--- config.mk ---
export PLATFORM = sky130hd
export DESIGN_NAME = pwm_modulator
export DESIGN_NICKNAME = d
export VERILOG_FILES = /design/src/rtl/pwm_modulator.sv
export SDC_FILE = /design/constraint.sdc
export NUM_CORES = 1
export LEC_CHECK = 0
export CAP_MARGIN = 40
export CORE_AREA = 5 5 91 76
export CTS_CLUSTER_DIAMETER = 150
export DETAILED_ROUTE_END_ITERATION = 10
export DIE_AREA = 0 0 96 81
export PLACE_DENSITY = 0.59
export REMOVE_ABC_BUFFERS = 1
export SYNTH_ARGS = -nofsm -noshare
export SYNTH_HDL_FRONTEND = slang
export SYNTH_SLANG_ARGS = --single-unit
export TNS_END_PERCENT = 1
--- constraint.sdc ---
create_clock -name clk -period 3.6 [get_ports clk]
set_input_delay 0.72 -clock clk [delete_from_list [all_inputs] [get_ports clk]]
set_output_delay 0.72 -clock clk [all_outputs]
set_load 0.005 [all_outputs]
--- src/rtl/pwm_modulator.sv ---
// Triangle-carrier PWM modulator for one half-bridge leg.
// Double-buffered duty, valley sync pulse, latched hardware fault; no dead time.
module pwm_modulator #(
   parameter int unsigned PH    = 270,
   parameter int unsigned CNT_W = 10
) (
   input  logic             clk,
   input  logic             rst,
   input  logic             i_en,
   input  logic             i_fault,
   input  logic             i_fault_clr,
   input  logic [CNT_W-1:0] i_duty,
   input  logic             i_duty_valid,
   output logic [1:0]       o_pwm,
   output logic             o_sync,
   output logic [CNT_W-1:0] o_carrier,
   output logic             o_fault_latched
);

   localparam logic [CNT_W-1:0] PH_C   = CNT_W'(PH);
   localparam logic [CNT_W-1:0] ZERO_C = CNT_W'(0);
   localparam logic [CNT_W-1:0] ONE_C  = CNT_W'(1);

   typedef enum logic [1:0] {
      IDLE  = 2'd0,
      RUN   = 2'd1,
      FAULT = 2'd2
   } state_t;

   state_t           state, state_nxt;
   logic             dir_down, dir_down_nxt;
   logic [CNT_W-1:0] carrier_nxt;
   logic [CNT_W-1:0] shadow, shadow_nxt;
   logic [CNT_W-1:0] active, active_nxt;
   logic [CNT_W-1:0] active_eff;
   logic [1:0]       pwm_nxt;
   logic             sync_nxt;
   logic             valley;

   always_ff @(posedge clk or posedge rst) begin
      if (rst) begin
         state           <= IDLE;
         dir_down        <= 1'b0;
         o_carrier       <= ZERO_C;
         shadow          <= ZERO_C;
         active          <= ZERO_C;
         o_pwm           <= 2'b00;
         o_sync          <= 1'b0;
         o_fault_latched <= 1'b0;
      end else begin
         state           <= state_nxt;
         dir_down        <= dir_down_nxt;
         o_carrier       <= carrier_nxt;
         shadow          <= shadow_nxt;
         active          <= active_nxt;
         o_pwm           <= pwm_nxt;
         o_sync          <= sync_nxt;
         o_fault_latched <= (state_nxt == FAULT);
      end
   end

   // The valley cycle already compares against the freshly loaded shadow value.
   assign valley     = (state == RUN) && (o_carrier == ZERO_C);
   assign active_eff = valley ? shadow : active;

   always_comb begin
      state_nxt    = state;
      dir_down_nxt = 1'b0;
      carrier_nxt  = ZERO_C;
      shadow_nxt   = shadow;
      active_nxt   = active;
      pwm_nxt      = 2'b00;
      sync_nxt     = 1'b0;

      if (i_fault) begin
         state_nxt = FAULT;
      end else begin
         case (state)
            IDLE:    if (i_en)        state_nxt = RUN;
            RUN:     if (!i_en)       state_nxt = IDLE;
            FAULT:   if (i_fault_clr) state_nxt = IDLE;
            default:                  state_nxt = IDLE;
         endcase
      end

      if (i_duty_valid)
         shadow_nxt = (i_duty > PH_C) ? PH_C : i_duty;

      if (valley)
         active_nxt = shadow;

      // Carrier advances only while staying in RUN; every other path restarts at 0, up.
      if (state == RUN && state_nxt == RUN) begin
         if (!dir_down) begin
            carrier_nxt  = o_carrier + ONE_C;
            dir_down_nxt = (carrier_nxt == PH_C);
         end else begin
            carrier_nxt  = o_carrier - ONE_C;
            dir_down_nxt = (carrier_nxt != ZERO_C);
         end

         if (active_eff == ZERO_C)
            pwm_nxt = 2'b10;
         else if (active_eff == PH_C)
            pwm_nxt = 2'b01;
         else
            pwm_nxt = (o_carrier < active_eff) ? 2'b01 : 2'b10;
      end

      sync_nxt = (state_nxt == RUN) && (carrier_nxt == ZERO_C);
   end

endmodule

==> out/metrics.cfg, run 1 <==
[outcome]
result_of_the_run = completed

[pwr]
power.ir.vdd_worst_v = 0.000192
power.density_cell_area_nw_per_um2 = 332
total_leakage_power_nw = 1.27
p_total_mw = 0.924

[timing]
maxSlewHeadroom = 0.672
timing_worst_slew_pin_value_ps = 485
number_of_setup_violations_in_the_final_report = 0
fmax_mhz = 314
finalWorstSetupSlack_ps = 410
skew_ps = 5.57
finalMaxSlewViolations = 0
finalHoldViolations = 0
unrepaired_setup_endpoints_after_global_routing = false
finalCriticalPeriod_ps = 3190
hold-worst-slack_ps = 522
fin_crit_sh = 0.886
timing.setup.tns_ps = 0

[clock_network]
clock_tree_from_tritoncts = done
htree_num_levels = 2
numCtsBuffers = 5
clock_path_buffers = 2
worst_skew_pair.late_latency_ps = 290
clkSinkCount = 37
clock_tree.root_cell = clkbuf_8
postCtsSetupBuffers = 0
clkSlewWorstSetupHoldPaths_ps = 80

[setup_path]
critical_path.slowest_cell = dfrtp_1
critical_path.cell_chain = inv_1, ha_1, nor4bb_1, nand3_4, nor2_1, a21o_1, inv_1, ha_1, a211oi_1, nor2_1, a211oi_1, o211ai_1, a21oi_1, and2_1
critPathTopFamily = simple AND/OR/NAND/NOR gates
worstSetupPathType = reg2reg
setup.worst_path.end_class = register
critPathBufInv = 2
worst-endpoint-required_ps = 3830
worst-endpoint-arrival_ps = 3420
worst_setup_path_start_kind = register
crit_fanout = 20
cp_slowest_stage_delay_ps = 520

[floorplan]
initial_utilization = 0.394
design.die.area_um2 = 7780
design.core.area_um2 = 5820
chipHeight_um = 81
floorplan.rows = 25
dieWidth_um = 96
ios = 30

[logic_synthesis]
netlist_instances = 241
syn-mean-instance-area_um2 = 9.51
yosys_warnings = 0
synth-edff-count = 0
ys_seq_area_frac = 0.404
yosys_register_bits = 37
synth-async-reset-ratio = 1.00
synthDistinctLibCells = 53
synth_flop_cell = dfrtp_1
syn_area_um2 = 2290

[placed_design]
place.detailed.instances = 347
sum_of_net_half_perimeters_after_detailed_placement_um = 4080
detailedPlace.worstSlack_ps = 423
place.port_buffers = 29
finalWeightedCongestion = 0.809

[global_route]
antenna_found_initial = 0
grt_first_pass_wirelength_um = 9090
combined_global_route_utilization_of_all_metal_layers = 0.155
grt_pass1_vias = 1782
largest_net_degree_at_the_start_of_global_routing = 38
total_gr_overflow = 0

[route]
first_iter_violations = 126
vias = 1837
drc = 0
firstDrtPassIters = 4
totalWireLength_um = 5380
antenna_left = 0
wirelength_per_cell_um = 15.1
avgViaCountPerCell = 5.17

[final_layout]
antenna_cells = 0
areaGrowthSynthToFinish_pct = 21.5
num-nets-final = 303
leading_cell_type_in_the_layout_fill_and_taps_excluded = dfrtp_1
most-common-layout-cells = 37 x dfrtp_1, 29 x clkdlybuf4s50_1, 24 x nor2_1
final_layout_size_suffix_gt1_frac = 0.0949
stdcell_count = 355

[worst_hold_path]
hold_path_class = reg2reg

[job]
max_cap_viol_count = 0

-- cells in the mapped netlist (all sizes together) (2+ instances only) --
| cell type | n | area, µm² |
|---|---|---|
| xor2 | 8 | 70.1 |
| o21ai | 9 | 45.0 |
| o31ai | 3 | 22.5 |
| o22ai | 2 | 12.5 |
| nor2 | 24 | 90.1 |
| nor3b | 2 | 15.0 |
| nor2b | 2 | 12.5 |
| o22a | 3 | 26.3 |
| ha | 14 | 175 |
| or4 | 3 | 22.5 |
| nand2b | 2 | 12.5 |
| clkbuf | 5 | 18.8 |
| nand4b | 2 | 17.5 |
| buf | 7 | 50.1 |
| nand3 | 6 | 35.0 |
| nor3 | 6 | 41.3 |
| nor4 | 4 | 40.0 |
| mux2i | 7 | 77.6 |
| a21o | 3 | 22.5 |
| nand2 | 20 | 75.1 |
| a211oi | 2 | 15.0 |
| a31o | 2 | 17.5 |
| xnor2 | 7 | 61.3 |
| dfrtp | 37 | 926 |
| o211ai | 2 | 15.0 |
| and2 | 5 | 31.3 |
| nand3b | 3 | 22.5 |
| inv | 20 | 75.1 |
| a21oi | 9 | 45.0 |
| nand4 | 8 | 65.1 |
-- worst min-delay path, delay by kind of cell, from the launching register on --
family	cells	cell delay [ps]
flip-flops	1	340
AO/OA/AOI/OAI	1	90
buffers and inverters	1	60
-- flip-flops by register name, indices dropped and copies added (netlist names) --
signal and flops:
active 10, dir_down 1, o_carrier 10, o_fault_latched 1, o_pwm 2, o_sync 1, shadow 10, state 2
-- stage by stage --
step	util	area (µm²)
finish	0.478	2780
global route	0.478	2780
CTS	0.477	2780
detailed placement	0.460	2680
global placement	0.460	2680
floorplan	-	2220
-- final cells by class --
class	instances	area, µm²
timing repair buffer	37	350
clock buffer	7	96.3
multi-input combinational	172	1230
tap	81	101
clock inverter	1	5.00
fill	585	3030
inverter	20	75.1
sequential	37	926
-- worst paths after layout --
| check | from | endpoint | slack, ps | cells past startpoint |
|---|---|---|---|---|
| min | active[6] | active[6] | 520 | 2 |
| min reg2reg | active[6] | active[6] | 520 | 2 |
| max | o_carrier[1] | o_pwm[0] | 410 | 14 |
| max reg2reg | o_carrier[1] | o_pwm[0] | 410 | 14 |
| min in group asynchronous | rst | o_carrier[7] | 840 | 3 |
| max in group asynchronous | rst | state[1] | 2430 | 3 |
-- cell families (layout without fill, tap and decap cells) --
kind of cell / count (synthesis) / count (layout) / synth area share
simple gates: 94 / 94 / 0.238
buf+inv: 32 / 65 / 0.0628
compound gates: 41 / 41 / 0.123
xor+xnor: 15 / 15 / 0.0573
fa+ha+maj: 14 / 14 / 0.0764
mux: 8 / 8 / 0.0388
flops: 37 / 37 / 0.404
-- power by group --
part	internal [mW]	switching [mW]
Sequential	0.445	0.0224
Clock	0.173	0.149
Combinational	0.0646	0.0695
-- layer usage --
layer  track usage  up-vias  part of all wire
met1         0.237      873              0.52
met3        0.0444        6             0.052
li1              -      916                 -
met5             0        -                 0
met2         0.201       42              0.42
met4        0.0554        0            0.0093
-- repair_timing --
item | 4_1_cts | 5_1_grt
endpoints found under the setup margin | 0 | 1
hold buffers | 0 | 0
gates resized for setup | 0 | 1
No activity file was read; power rests on OpenSTA's default activity.
==> run 2, diff against run 1 <==
--- a/config.mk
+++ b/config.mk
@@ -7,9 +7,9 @@
 export LEC_CHECK = 0
 export CAP_MARGIN = 40
-export CORE_AREA = 5 5 91 76
+export CORE_AREA = 5 5 79 66
 export CTS_CLUSTER_DIAMETER = 150
 export DETAILED_ROUTE_END_ITERATION = 10
-export DIE_AREA = 0 0 96 81
-export PLACE_DENSITY = 0.59
+export DIE_AREA = 0 0 84 71
+export PLACE_DENSITY = 0.77
 export REMOVE_ABC_BUFFERS = 1
 export SYNTH_ARGS = -nofsm -noshare
==> constraint.sdc (replaced) <==
create_clock -name clk -period 3.6 [get_ports clk]
set_input_delay 1.08 -clock clk [delete_from_list [all_inputs] [get_ports clk]]
set_output_delay 1.08 -clock clk [all_outputs]
set_load 0.005 [all_outputs]
==> run 2 against run 1 <==
- utilization grew 15 points
- sequential share of layout area grew 0.45 points
- critical path depth is the same
- largest cell class unchanged
- fmax increased by 0.24%
- highest routed layer unchanged
- critical endpoint unchanged
- register-to-register slack is essentially flat
- worst hold slack got worse by 17 ps
- non-clock buffer count down 3
- global-route usage up 2.5 points
==> out/metrics.cfg, run 2 (synthesis results as in run 1) <==
[outcome]
result_of_the_run = completed  ; unchanged

[timing]
number_of_setup_violations_in_the_final_report = 0  ; unchanged
finalMaxSlewViolations = 0  ; unchanged
finalCriticalPeriod_ps = 3180  ; was 3190 ps
timing.setup.tns_ps = 0  ; unchanged
finalHoldViolations = 0  ; unchanged
fin_crit_sh = 0.884  ; was 0.886
timing_worst_slew_pin_value_ps = 516  ; was 485 ps
fmax_mhz = 314  ; about the same
skew_ps = 5.71  ; was 5.57 ps
unrepaired_setup_endpoints_after_global_routing = false  ; unchanged
maxSlewHeadroom = 0.656  ; was 0.672

[clock_network]
numCtsBuffers = 5  ; unchanged
clock_tree.root_cell = clkbuf_8  ; unchanged
htree_num_levels = 2  ; unchanged
postCtsSetupBuffers = 0  ; unchanged
worst_skew_pair.late_latency_ps = 290  ; about the same
clock_tree_from_tritoncts = done  ; unchanged
post_cts.resized_instances = 0  ; unchanged
clkSinkCount = 37  ; unchanged
cts_hold_repair.buffers = 0  ; unchanged
clkSlewWorstSetupHoldPaths_ps = 70  ; was 80 ps
clock_path_buffers = 2  ; unchanged

[placed_design]
place.port_buffers = 29  ; unchanged
finalWeightedCongestion = 0.841  ; was 0.809
sum_of_net_half_perimeters_after_detailed_placement_um = 3830  ; was 4080 µm

[pwr]
power.ir.vdd_worst_v = 0.000252  ; was 0.000192 V
seq_power_share = 0.478  ; was 0.506
power.density_cell_area_nw_per_um2 = 356  ; was 332 nW/µm²
comb_power_share = 0.139  ; was 0.145
total_leakage_power_nw = 1.26  ; was 1.27 nW
clock_power_share = 0.383  ; was 0.349
net_switching_mw = 0.244  ; was 0.241 mW
switching_share = 0.249  ; was 0.261
internal_power_mw = 0.735  ; was 0.683 mW
p_total_mw = 0.978  ; was 0.924 mW

[route]
first_iter_violations = 93  ; was 126
drc = 0  ; unchanged
firstDrtPassIters = 4  ; unchanged
avgViaCountPerCell = 5.54  ; was 5.17
totalWireLength_um = 5180  ; was 5380 µm
wirelength_per_cell_um = 15.7  ; was 15.1 µm
antenna_left = 0  ; unchanged
vias = 1834  ; was 1,837

[floorplan]
design.die.area_um2 = 5960  ; was 7780 µm²
floorplan.rows = 22  ; was 25
design.core.area_um2 = 4400  ; was 5820 µm²
dieWidth_um = 84  ; was 96 µm
initial_utilization = 0.520  ; was 0.394
chipHeight_um = 71  ; was 81 µm
ios = 30  ; unchanged

[setup_path]
critical_path.cell_chain = inv_1, ha_1, nor4bb_1, nand3_2, nor2_1, a21o_1, inv_1, ha_1, a211oi_1, nor2_1, a211oi_1, o211ai_1, a21oi_1, and2_1  ; was inv_1, ha_1, nor4bb_1, nand3_4, nor2_1, a21o_1, inv_1, ha_1, a211oi_1, nor2_1, a211oi_1, o211ai_1, a21oi_1, and2_1
crit_fanout = 20  ; unchanged
cp_slowest_stage_delay_ps = 500  ; was 520 ps
worst-endpoint-arrival_ps = 3420  ; about the same
critPathTopFamily = simple AND/OR/NAND/NOR gates  ; unchanged
setup.worst_path.end_class = register  ; unchanged
critPathBufInv = 2  ; unchanged
critical_path.slowest_cell = dfrtp_1  ; unchanged
worst-endpoint-required_ps = 3840  ; was 3830 ps
worstSetupPathType = reg2reg  ; unchanged
worst_setup_path_start_kind = register  ; unchanged

[global_route]
grt_first_pass_wirelength_um = 8580  ; was 9090 µm
antenna_found_initial = 0  ; unchanged
total_gr_overflow = 0  ; unchanged
grt_pass1_vias = 1738  ; was 1,782
combined_global_route_utilization_of_all_metal_layers = 0.180  ; was 0.155
largest_net_degree_at_the_start_of_global_routing = 38  ; unchanged

[final_layout]
num-nets-final = 300  ; was 303
final_layout_size_suffix_gt1_frac = 0.0849  ; was 0.0949
top_regs = active x10, o_carrier x10, shadow x10  ; unchanged
most-common-layout-cells = 37 x dfrtp_1, 29 x clkdlybuf4s50_1, 24 x nor2_1  ; unchanged
leading_cell_type_in_the_layout_fill_and_taps_excluded = dfrtp_1  ; unchanged
antenna_cells = 0  ; unchanged
areaGrowthSynthToFinish_pct = 19.8  ; was 21.5%
fin_util = 0.624  ; was 0.478

[worst_hold_path]
hold_path_class = reg2reg  ; unchanged

[job]
max_cap_viol_count = 0  ; unchanged

run 2: cell types whose count changed in the layout (fill, tap and decap cells not counted):
cell / delta
nand3_4: -1
clkinv_2: -1
buf_4: -3
clkinvlp_4: +1
bufinv_16: +1
nand3_2: +1
clkbuf_8: -1
run 2: area by class of cell:
| cell class | count | area [µm²] |
|---|---|---|
| Fill cell | 377 | 1660 |
| Multi-Input combinational cell | 172 | 1220 |
| Sequential cell | 37 | 926 |
| Timing Repair Buffer | 34 | 328 |
| Clock buffer | 6 | 82.6 |
| Inverter | 20 | 75.1 |
| Tap cell | 60 | 75.1 |
| Clock inverter | 2 | 37.5 |
run 2: power groups by stage:
stage	Clock, mW	Sequential (mW)	Combinational, mW
after floorplan	0	0.469	0.0873
after global placement	0	0.474	0.132
after detailed placement	0	0.475	0.134
after CTS	0.379	0.467	0.138
after global routing	0.399	0.471	0.156
final	0.375	0.467	0.136
run 2: routing by layer:
metal	global-route usage	up-vias	share of wire
met4	0.0661	0	0.023
met1	0.263	851	0.46
met2	0.259	62	0.44
met5	0	-	0
met3	0.0431	15	0.073
li1	-	906	-
run 2: worst paths after layout:
kind,start,endpoint,slack [ps],cells past startpoint
setup / recovery,o_carrier[1],o_pwm[0],420,14
max in group asynchronous,rst,o_carrier[1],2100,3
hold reg to reg,active[4],active[4],500,2
hold / removal,active[4],active[4],500,2
min in group asynchronous,rst,shadow[2],1180,3
setup reg to reg,o_carrier[1],o_pwm[0],420,14
run 2: through the flow:
| stage | std cells | setup slack [ps] | hold slack, ps | instance area (µm²) |
|---|---|---|---|---|
| 2_1_floorplan | 229 | 708 | 456 | 2220 |
| 3_3_place_gp | 323 | 559 | 485 | 2630 |
| 3_5_place_dp | 323 | 426 | 497 | 2630 |
| 4_1_cts | 331 | 405 | 515 | 2750 |
| 5_1_grt | 331 | 163 | 543 | 2750 |
| 6_report | 331 | 418 | 505 | 2750 |
run 2: worst min-delay path: cells and delay by family, from the launching register on:
family                 cells  cell delay, ps
AO/OA/AOI/OAI              1              80
flip-flops                 1             350
buffers and inverters      1              50
==> run 3, diff against run 2 <==
CORE_AREA = 2 2 76 63   (was 5 5 79 66)
DIE_AREA = 0 0 78 65   (was 0 0 84 71)
==> run 3 against run 2 <==
- fmax down 0.63%
- sequential power about the same
- highest routed layer unchanged
- cell count up 0.60%
- critical path type unchanged
==> out/metrics.cfg, run 3 (synthesis results as in run 1) <==
[outcome]
result_of_the_run = completed  ; unchanged

[setup_path]
worst-endpoint-required_ps = 3830  ; was 3840 ps
worstSetupPathType = reg2reg  ; unchanged
crit_fanout = 20  ; unchanged
startpoint_of_the_lowest_slack_register_to_register_path = o_carrier[1]  ; unchanged
worst-endpoint-arrival_ps = 3430  ; was 3420 ps
critPathLaunch = o_carrier[1]  ; unchanged
worst_setup_path_start_kind = register  ; unchanged
setup.worst_path.end_class = register  ; unchanged

[final_layout]
top_regs = active x10, o_carrier x10, shadow x10  ; unchanged
antenna_cells = 0  ; unchanged
most-common-layout-cells = 37 x dfrtp_1, 29 x clkdlybuf4s50_1, 24 x nor2_1  ; unchanged
areaGrowthSynthToFinish_pct = 20.3  ; was 19.8%
leading_cell_type_in_the_layout_fill_and_taps_excluded = dfrtp_1  ; unchanged
final_layout_size_suffix_gt1_frac = 0.0879  ; was 0.0849
num-nets-final = 302  ; was 300

[clock_network]
worst_skew_pair.late_latency_ps = 280  ; was 290 ps
numCtsBuffers = 5  ; unchanged
cts_hold_repair.buffers = 0  ; unchanged
clock_tree_from_tritoncts = done  ; unchanged
clock_path_buffers = 2  ; unchanged
clkSlewWorstSetupHoldPaths_ps = 70  ; about the same
clock_tree.root_cell = clkbuf_8  ; unchanged
clkSinkCount = 37  ; unchanged
htree_num_levels = 2  ; unchanged
postCtsSetupBuffers = 0  ; unchanged
post_cts.resized_instances = 0  ; unchanged

[floorplan]
initial_utilization = 0.520  ; unchanged
ios = 30  ; unchanged
floorplan.rows = 22  ; unchanged
chipHeight_um = 65  ; was 71 µm
design.core.area_um2 = 4400  ; unchanged
dieWidth_um = 78  ; was 84 µm
design.die.area_um2 = 5070  ; was 5960 µm²

[pwr]
p_total_mw = 0.964  ; was 0.978 mW
total_leakage_power_nw = 1.27  ; was 1.26 nW
switching_share = 0.237  ; was 0.249
power.density_cell_area_nw_per_um2 = 349  ; was 356 nW/µm²
power.ir.vdd_worst_v = 0.000219  ; was 0.000252 V
comb_power_share = 0.139  ; about the same
seq_power_share = 0.484  ; was 0.478
internal_power_mw = 0.736  ; was 0.735 mW
clock_power_share = 0.377  ; was 0.383
net_switching_mw = 0.228  ; was 0.244 mW

[global_route]
antenna_found_initial = 0  ; unchanged
grt_pass1_vias = 1587  ; was 1,738
largest_net_degree_at_the_start_of_global_routing = 38  ; unchanged
combined_global_route_utilization_of_all_metal_layers = 0.205  ; was 0.180
grt_first_pass_wirelength_um = 8020  ; was 8580 µm
total_gr_overflow = 0  ; unchanged

[route]
firstDrtPassIters = 4  ; unchanged
drc = 0  ; unchanged
avgViaCountPerCell = 5.57  ; was 5.54
first_iter_violations = 88  ; was 93
totalWireLength_um = 4910  ; was 5180 µm
antenna_left = 0  ; unchanged
vias = 1854  ; was 1,834
wirelength_per_cell_um = 14.8  ; was 15.7 µm

[timing]
timing.setup.tns_ps = 0  ; unchanged
finalMaxSlewViolations = 0  ; unchanged
number_of_setup_violations_in_the_final_report = 0  ; unchanged
fmax_mhz = 312  ; was 314 MHz
unrepaired_setup_endpoints_after_global_routing = false  ; unchanged
fin_crit_sh = 0.889  ; was 0.884
maxSlewHeadroom = 0.664  ; was 0.656
finalHoldViolations = 0  ; unchanged
finalCriticalPeriod_ps = 3200  ; was 3180 ps
skew_ps = 5.48  ; was 5.71 ps
timing_worst_slew_pin_value_ps = 504  ; was 516 ps

[worst_hold_path]
hold_path_class = reg2reg  ; unchanged
min_from = active[4]  ; unchanged

[placed_design]
finalWeightedCongestion = 0.911  ; was 0.841
sum_of_net_half_perimeters_after_detailed_placement_um = 3760  ; was 3830 µm
place.port_buffers = 29  ; unchanged

[job]
max_cap_viol_count = 0  ; unchanged

run 3: changes by cell type in the layout (fill, tap and decap cells not counted):
cell and delta:
buf_4 +2, clkbuf_1 +1, clkinvlp_4 -1
run 3: metrics by stage:
step / area, µm² / std cells / hold WS, ps / worst slack, ps / utilization
final: 2760 / 333 / 512 / 398 / 0.626
after global routing: 2760 / 333 / 559 / 175 / 0.626
after CTS: 2760 / 333 / 519 / 404 / 0.626
after detailed placement: 2640 / 325 / 498 / 421 / 0.600
after global placement: 2640 / 325 / 486 / 582 / 0.600
after floorplan: 2220 / 229 / 456 / 708 / -
run 3: routing by layer:
metal  global-route usage  part of all wire
met1                0.318              0.50
met2                0.284              0.44
met3               0.0404             0.049
met4               0.0636             0.013
met5                    0                 0
run 3: worst max-delay path, stage by stage, from the launching register on:
cell and delay (ps):
dfrtp_1 510, inv_1 180, ha_1 150, nor4bb_1 260, nand3_2 440, nor2_1 210, a21o_1 120, inv_1 40
ha_1 280, a211oi_1 220, nor2_1 80, a211oi_1 210, o211ai_1 120, a21oi_1 170, and2_1 150
run 3: power groups by stage:
stage / sequential (mW) / clock [mW] / combinational (mW)
floorplan: 0.469 / 0 / 0.0873
global placement: 0.474 / 0 / 0.131
detailed placement: 0.474 / 0 / 0.135
CTS: 0.466 / 0.375 / 0.136
global route: 0.470 / 0.396 / 0.153
finish: 0.467 / 0.363 / 0.134
run 3: worst paths after layout:
| check | endpoint | cells after the start | slack [ps] |
|---|---|---|---|
| max in group asynchronous | o_carrier[1] | 3 | 2080 |
| worst max-delay path | o_pwm[0] | 14 | 400 |
| worst max register to register | o_pwm[0] | 14 | 400 |
| min in group asynchronous | shadow[3] | 3 | 1200 |
| worst min register to register | active[4] | 2 | 510 |
| worst min-delay path | active[4] | 2 | 510 |
run 3: layout make-up:
type	count	area [µm²]
fillers	371	1650
multi-input cells	172	1220
flip-flops and latches	37	926
repair buffers	36	343
clock buffers	7	86.3
inverters	20	75.1
well taps	60	75.1
clock inverters	1	30.0
